$ cat src/rtl/wb_mem_arbiter.sv
// Two-master / one-slave Wishbone classic arbiter holding the grant for a whole bus cycle.
// Optional stall watchdog enabled by defining WB_ARB_TIMEOUT_EN.
module wb_mem_arbiter #(
  parameter int AW             = 32,
  parameter int DW             = 32,
  parameter int SW             = 4,
  parameter int FIXED_PRIO     = 0,
  parameter int TIMEOUT_CYCLES = 256
) (
  input  logic          clk,
  input  logic          rst,

  input  logic [AW-1:0] m0_adr_i,
  input  logic [DW-1:0] m0_dat_i,
  input  logic [SW-1:0] m0_sel_i,
  input  logic          m0_we_i,
  input  logic          m0_cyc_i,
  input  logic          m0_stb_i,
  output logic [DW-1:0] m0_dat_o,
  output logic          m0_ack_o,
  output logic          m0_err_o,

  input  logic [AW-1:0] m1_adr_i,
  input  logic [DW-1:0] m1_dat_i,
  input  logic [SW-1:0] m1_sel_i,
  input  logic          m1_we_i,
  input  logic          m1_cyc_i,
  input  logic          m1_stb_i,
  output logic [DW-1:0] m1_dat_o,
  output logic          m1_ack_o,
  output logic          m1_err_o,

  output logic [AW-1:0] s_adr_o,
  output logic [DW-1:0] s_dat_o,
  output logic [SW-1:0] s_sel_o,
  output logic          s_we_o,
  output logic          s_cyc_o,
  output logic          s_stb_o,
  input  logic [DW-1:0] s_dat_i,
  input  logic          s_ack_i,
  input  logic          s_err_i,

  output logic [1:0]    gnt_o,
  output logic          timeout_o
);

  // Handshake: a beat completes when s_stb_o and (s_ack_i or s_err_i) are high in the
  // same cycle; responses seen while s_stb_o is low are dropped.
  typedef enum logic [1:0] {
    IDLE = 2'd0,
    GNT0 = 2'd1,
    GNT1 = 2'd2
  } state_e;

  state_e state_q, state_d;
  logic   last_gnt_q, last_gnt_d;

  logic [AW-1:0] g_adr;
  logic [DW-1:0] g_dat;
  logic [SW-1:0] g_sel;
  logic          g_we, g_cyc, g_stb;
  logic          to_hit;
  logic          fwd_ack, fwd_err;

  always_ff @(posedge clk or negedge rst) begin
    if (!rst) begin
      state_q    <= IDLE;
      last_gnt_q <= 1'b1;
    end else begin
      state_q    <= state_d;
      last_gnt_q <= last_gnt_d;
    end
  end

  // On a release the waiting master is taken over directly, skipping IDLE.
  always_comb begin
    state_d    = state_q;
    last_gnt_d = last_gnt_q;
    case (state_q)
      IDLE: begin
        if (m0_cyc_i && m1_cyc_i)
          state_d = ((FIXED_PRIO != 0) || last_gnt_q) ? GNT0 : GNT1;
        else if (m0_cyc_i)
          state_d = GNT0;
        else if (m1_cyc_i)
          state_d = GNT1;
      end
      GNT0:    if (!m0_cyc_i) state_d = m1_cyc_i ? GNT1 : IDLE;
      GNT1:    if (!m1_cyc_i) state_d = m0_cyc_i ? GNT0 : IDLE;
      default: state_d = IDLE;
    endcase
    if (state_d == GNT0) last_gnt_d = 1'b0;
    if (state_d == GNT1) last_gnt_d = 1'b1;
  end

  always_comb begin
    g_adr = '0;
    g_dat = '0;
    g_sel = '0;
    g_we  = 1'b0;
    g_cyc = 1'b0;
    g_stb = 1'b0;
    gnt_o = 2'b00;
    case (state_q)
      GNT0: begin
        g_adr = m0_adr_i;
        g_dat = m0_dat_i;
        g_sel = m0_sel_i;
        g_we  = m0_we_i;
        g_cyc = m0_cyc_i;
        g_stb = m0_stb_i;
        gnt_o = 2'b01;
      end
      GNT1: begin
        g_adr = m1_adr_i;
        g_dat = m1_dat_i;
        g_sel = m1_sel_i;
        g_we  = m1_we_i;
        g_cyc = m1_cyc_i;
        g_stb = m1_stb_i;
        gnt_o = 2'b10;
      end
      default: ;
    endcase
  end

`ifdef WB_ARB_TIMEOUT_EN
  localparam logic [15:0] TO_LAST = 16'(TIMEOUT_CYCLES - 1);

  logic [15:0] to_cnt_q, to_cnt_d;
  logic        timeout_q;
  logic        stall;

  assign stall    = g_stb & ~s_ack_i & ~s_err_i;
  assign to_hit   = stall & (to_cnt_q == TO_LAST);
  assign to_cnt_d = (stall && !to_hit) ? to_cnt_q + 16'd1 : 16'd0;

  always_ff @(posedge clk or negedge rst) begin
    if (!rst) begin
      to_cnt_q  <= 16'd0;
      timeout_q <= 1'b0;
    end else begin
      to_cnt_q  <= to_cnt_d;
      timeout_q <= timeout_q | to_hit;
    end
  end

  assign timeout_o = timeout_q;
`else
  assign to_hit    = 1'b0;
  // Constant 0 for every legal TIMEOUT_CYCLES value.
  assign timeout_o = (TIMEOUT_CYCLES == 0);
`endif

  assign s_adr_o = g_adr;
  assign s_dat_o = g_dat;
  assign s_sel_o = g_sel;
  assign s_we_o  = g_we;
  assign s_cyc_o = g_cyc;
  assign s_stb_o = g_stb & ~to_hit;

  assign fwd_ack = s_ack_i & s_stb_o;
  assign fwd_err = (s_err_i & s_stb_o) | to_hit;

  assign m0_ack_o = gnt_o[0] & fwd_ack;
  assign m0_err_o = gnt_o[0] & fwd_err;
  assign m0_dat_o = gnt_o[0] ? s_dat_i : '0;
  assign m1_ack_o = gnt_o[1] & fwd_ack;
  assign m1_err_o = gnt_o[1] & fwd_err;
  assign m1_dat_o = gnt_o[1] ? s_dat_i : '0;

endmodule

$ cat config.mk
export PLATFORM = sky130hd
export DESIGN_NAME = wb_mem_arbiter
export DESIGN_NICKNAME = d
export VERILOG_FILES = /design/src/rtl/wb_mem_arbiter.sv
export SDC_FILE = /design/constraint.sdc
export NUM_CORES = 1
export LEC_CHECK = 0
export ABC_AREA = 1
export BUFFER_PORTS_ARGS = -buffer_cell sky130_fd_sc_hd__buf_4
export CAP_MARGIN = 15
export CORE_AREA = 3 3 122 124
export DETAILED_ROUTE_END_ITERATION = 10
export DIE_AREA = 0 0 125 127
export GPL_TIMING_DRIVEN = 0
export PLACE_DENSITY = 0.47
export SLEW_MARGIN = 40
export SYNTH_ARGS = -nofsm -noshare
export SYNTH_HDL_FRONTEND = slang
export SYNTH_SLANG_ARGS = --single-unit
$ cat constraint.sdc
create_clock -name clk -period 2.6 [get_ports clk]
set_input_delay 0.13 -clock clk [delete_from_list [all_inputs] [get_ports clk]]
set_output_delay 0.13 -clock clk [all_outputs]
set_load 0.03 [all_outputs]
Yosys cells after proc, flatten, opt, wreduce, memory -nomap -nowiden
Index checks and enable logic that the tools add are counted.
Storage, ports and cells
  bits in registers: 3
  latch bits: 0
  RAM bits: 0
  ROM bits: 0
  input bits: 178
  logic and storage cells: 35
  memories kept: 0
Cells by class
  add/sub/neg operators: 0
  multipliers: 0
  divide/modulo/power cells: 0
  order comparisons: 0
  eq/ne operators: 4
  shift operators: 0
  muxes and demuxes: 20
  bitwise logic cells: 6
  reductions and logical operators: 3
Operators with widths (count)
  32-bit one-hot mux with 2 select lines: 2
  32-bit 2-to-1 mux: 2
  2-bit 2-to-1 mux: 7
  4-bit one-hot mux with 2 select lines: 1
  1-bit AND: 6
  1-bit one-hot mux with 2 select lines: 3
  2-bit one-hot mux with 3 select lines: 1
  2-bit by 1-bit equality test with 1-bit output, second input constant: 2
  2-bit equality test, second input constant: 2
  2-bit one-hot mux with 2 select lines: 1
  1-bit 2-to-1 mux: 3
  2-bit zero test: 1
  2-bit nonzero test: 1
  1-bit logical AND: 1

Longest topological paths before layout
  depth in word-level cells: 7
  gate-level depth with buffers: 11
  depth with buffers taken out: 10

Worst setup path before layout
OpenSTA, ideal clock, no wires.
  path kind: register to register
  from: register state_q[1]
  to: register last_gnt_q
  library setup time: 0.082 ns
  arrival time: 1.935 ns
  data required time: 2.518 ns
  setup slack: 0.583 ns
  stages on the path, launching flop included: 11
  path buffers: 1
  clock period less this slack: 2.017 ns
  cells stage by stage: dfrtp_1 -> inv_1 -> ha_1 -> buf_2 -> nand2_1 -> nand2_1 -> nand3_1 -> nand2_1 -> nand2_1 -> ha_1 -> mux2_2
Between the ends
  cells in the longest elaborated chain, start to end: 6
  elaborated cells between the ends (all ways): 13
  classes of those cells: eq/ne (4); mux (7); reduce/logical (2)
RTL lines
  start: declaration: line 55  | state_e state_q, state_d;
  start signal: assignment: line 70  | state_q <= state_d;
  2-bit 2-to-1 mux: line 85  | else if (m1_cyc_i)
  2-bit 2-to-1 mux: line 83  | else if (m0_cyc_i)
  2-bit 2-to-1 mux: line 81  | if (m0_cyc_i && m1_cyc_i)
  2-bit one-hot mux with 3 select lines (*): line 79  | case (state_q)
  2-bit equality test / 2-bit by 1-bit equality test with 1-bit output (equally long branches): line 93, 92
  1-bit 2-to-1 mux / 2-bit nonzero test (equally long branches)
  end signal: assignment: line 71  | last_gnt_q <= last_gnt_d;
  end: declaration: line 56  | logic last_gnt_q, last_gnt_d;
Mark *: on every way between the ends. The rest lies on a longest branch, timed or not.
A chain may end at the register's enable or synchronous reset.

Worst setup path in the final report
  from: register state_q[0]
  to: output s_stb_o
Between the ends
  cells in the longest elaborated chain, start to end: 2
  elaborated cells between the ends (all ways): 3
  classes of those cells: eq/ne (2); mux (1)
RTL lines
  2-bit equality test / 2-bit by 1-bit equality test with 1-bit output (equally long branches): line 104  | case (state_q)
  1-bit one-hot mux with 2 select lines (*): line 104
  end: declaration: line 38  | output logic s_stb_o,
Marks and branches as above.

==> run metrics <==
initial antenna violation count 0; Psw 0.00282 W; post-synthesis sequential area ratio 0.0402; synthesized area per cell 4.49 um^2; I/O Pins 320; gp weighted congestion 0.880; port bufs 318; VDD IR-drop max 0.418 mV; Final HPWL DP 10,800 um; drt drc 0; Fin Setup TNS 0 ns; vias in the first global route 3,651; f_max 423 MHz; Reg power frac 0.022; # diodes 0; Avg WL per Cell 13.6 um; worst min path class input port to asynchronous set/reset pin; die span in x 125 um; number of detailed-route iterations in the first pass 6; clk root buf clkbuf_16; number of hold buffers added after cts 1; via count 3,707; H-Tree Level Count 1; RSZ-0062 raised after global routing false; Slew headroom 0.528; final hold vios 0; Leak 2.88 nW; Yosys reg bits 3; Synth Warn # 0; grt ovf 0; crit path launch type flip-flop; first-pass GRT wire length 18,700 um; antenna-violating nets left 0; post-CTS setup buffers 0; mapped cell area 1900 um^2; syn_nets 608; minimum clock period 2.36 ns; total core area 13,900 um^2; Clk pwr share 0.054; max-cap violations 0; final wirelength 12,600 um; hold slack 0.240 ns; Cells after Synth 423; Clock transition at path regs 0.03 ns; R2R cell count 10; die height 127 um; GRT Overall Usage 0.141; r2r startpoint state_q[1]$_DFF_PN0_; CTS sink count 3; Num CTS Buffers 3; Setup Skew 0.000494 ns; max-slew violation count 0; Post-layout nets 932; fraction of layout cells with a size suffix above 1 0.466; synth top area cells nand2_1 43%, a21oi_1 19%, inv_1 15%, ha_1 4.6%, buf_2 3.7%; CTS tree built; Slew @ Worst Pin 0.708 ns; r2r setup slk 0.53 ns; vias per inst 4.00; crit path DAT 2.23 ns; Final setup viols 0; worst-skew pair later-pin latency 0.22 ns; Site Rows 43; initial core utilization 0.137; Worst Path Max Fanout 10; post-route clock period utilization 0.909; Net Sw Frac 0.624; status finished clean; final design utilization 0.331; Comb pwr share 0.925; Die ar. 15,900 um^2; Synth-to-Final Area Change 142%; DR iter-0 viols 107; PwrDens 984 nW/um^2; top cell type by total area after synthesis nand2_1; cell internal pwr 0.00170 W; top cell type's share of synthesized area 0.431; largest net degree at the start of global routing 11; endpoint class of the critical path output port; WS Path Type flip-flop to output port; Netlist cell types 17; R2R Path End last_gnt_q$_DFFE_PN1P_; Max clock buf depth 2; post_cts resized 0; worst path required time 2.47 ns
[registers in the layout (all words and copies together), names as in the netlist]
register    flops
state_q         2
last_gnt_q      1
[metrics by stage]
step           std cells  power, W  instance area (um^2)  setup WS [ns]
2_1_floorplan        423   0.00269                  1900          0.583
3_3_place_gp         921   0.00430                  4510          0.539
3_5_place_dp         921   0.00433                  4510          0.429
4_1_cts              926   0.00459                  4600          0.185
5_1_grt              926   0.00488                  4600         0.0675
6_report             926   0.00453                  4600          0.237
[cells by family (layout without fill, tap and decap cells)]
kind of cell    count (synthesis)  count (layout)  synth area share
compound gates                 74              74             0.195
fa+ha+maj                       7               7            0.0461
buf+inv                       108             431             0.254
flops                           3               3            0.0402
mux                             1               1           0.00593
other cells                     1               1           0.00197
simple gates                  229             229             0.457
[synth_stat cells (all sizes together)]
cell type	instances
a21oi	72
dfrtp	2
dfstp	1
buf	24
clkbuf	7
nor2	5
ha	7
o21ai	2
nand2	218
inv	77
nand3	6
mux2	1
conb	1
[per-layer routing]
metal,share of wire,vias up,GRT usage
met1,0.37,1622,0.165
met4,0.011,0,0.0217
li1,-,1893,-
met5,0,-,0
met3,0.087,12,0.0268
met2,0.53,180,0.271
[power groups by stage]
stage / Clock [W] / Combinational, W / Sequential [W]
2_1_floorplan: 0 / 0.00260 / 0.0000901
3_3_place_gp: 0 / 0.00420 / 0.0000988
3_5_place_dp: 0 / 0.00423 / 0.0000994
4_1_cts: 0.000248 / 0.00424 / 0.0000989
5_1_grt: 0.000253 / 0.00452 / 0.000102
6_report: 0.000243 / 0.00419 / 0.0000981
[placed cells by master, fill, tap and decap left out, drive strengths merged]
master,synthesis,layout
dfrtp,2,2
nand2,218,218
conb,1,1
dfstp,1,1
mux2,1,1
nor2,5,5
o21ai,2,2
a21oi,72,72
clkbuf,7,11
dlygate4sd3,0,1
buf,24,342
nand3,6,6
ha,7,7
inv,77,77
[how the worst max path moves through the flow]
stage	start	to	depth (start not counted)
final	state_q[0]$_DFF_PN0_	s_stb_o	6
after global routing	state_q[0]$_DFF_PN0_	s_stb_o	6
after CTS	state_q[0]$_DFF_PN0_	s_stb_o	6
after detailed placement	state_q[0]$_DFF_PN0_	s_stb_o	6
after global placement	state_q[1]$_DFF_PN0_	last_gnt_q$_DFFE_PN1P_	10
after floorplan	state_q[1]$_DFF_PN0_	last_gnt_q$_DFFE_PN1P_	10
[area by class of cell]
cell class              count  area, um^2
multi-input cells         312        1340
flip-flops and latches      3        76.3
inverters                  77         289
clock buffers               4        78.8
repair buffers            319        2400
plain buffers              31         194
well taps                 180         225
fillers                  1545        9280
[worst max-delay path, stage by stage (launching register included)]
cell and delay, ns:
dfrtp_1 0.43, inv_1 0.13, ha_1 0.36, inv_2 0.18, clkbuf_1 0.57, nor2_1 0.13, buf_4 0.20
(Power assumes the default switching activity.)
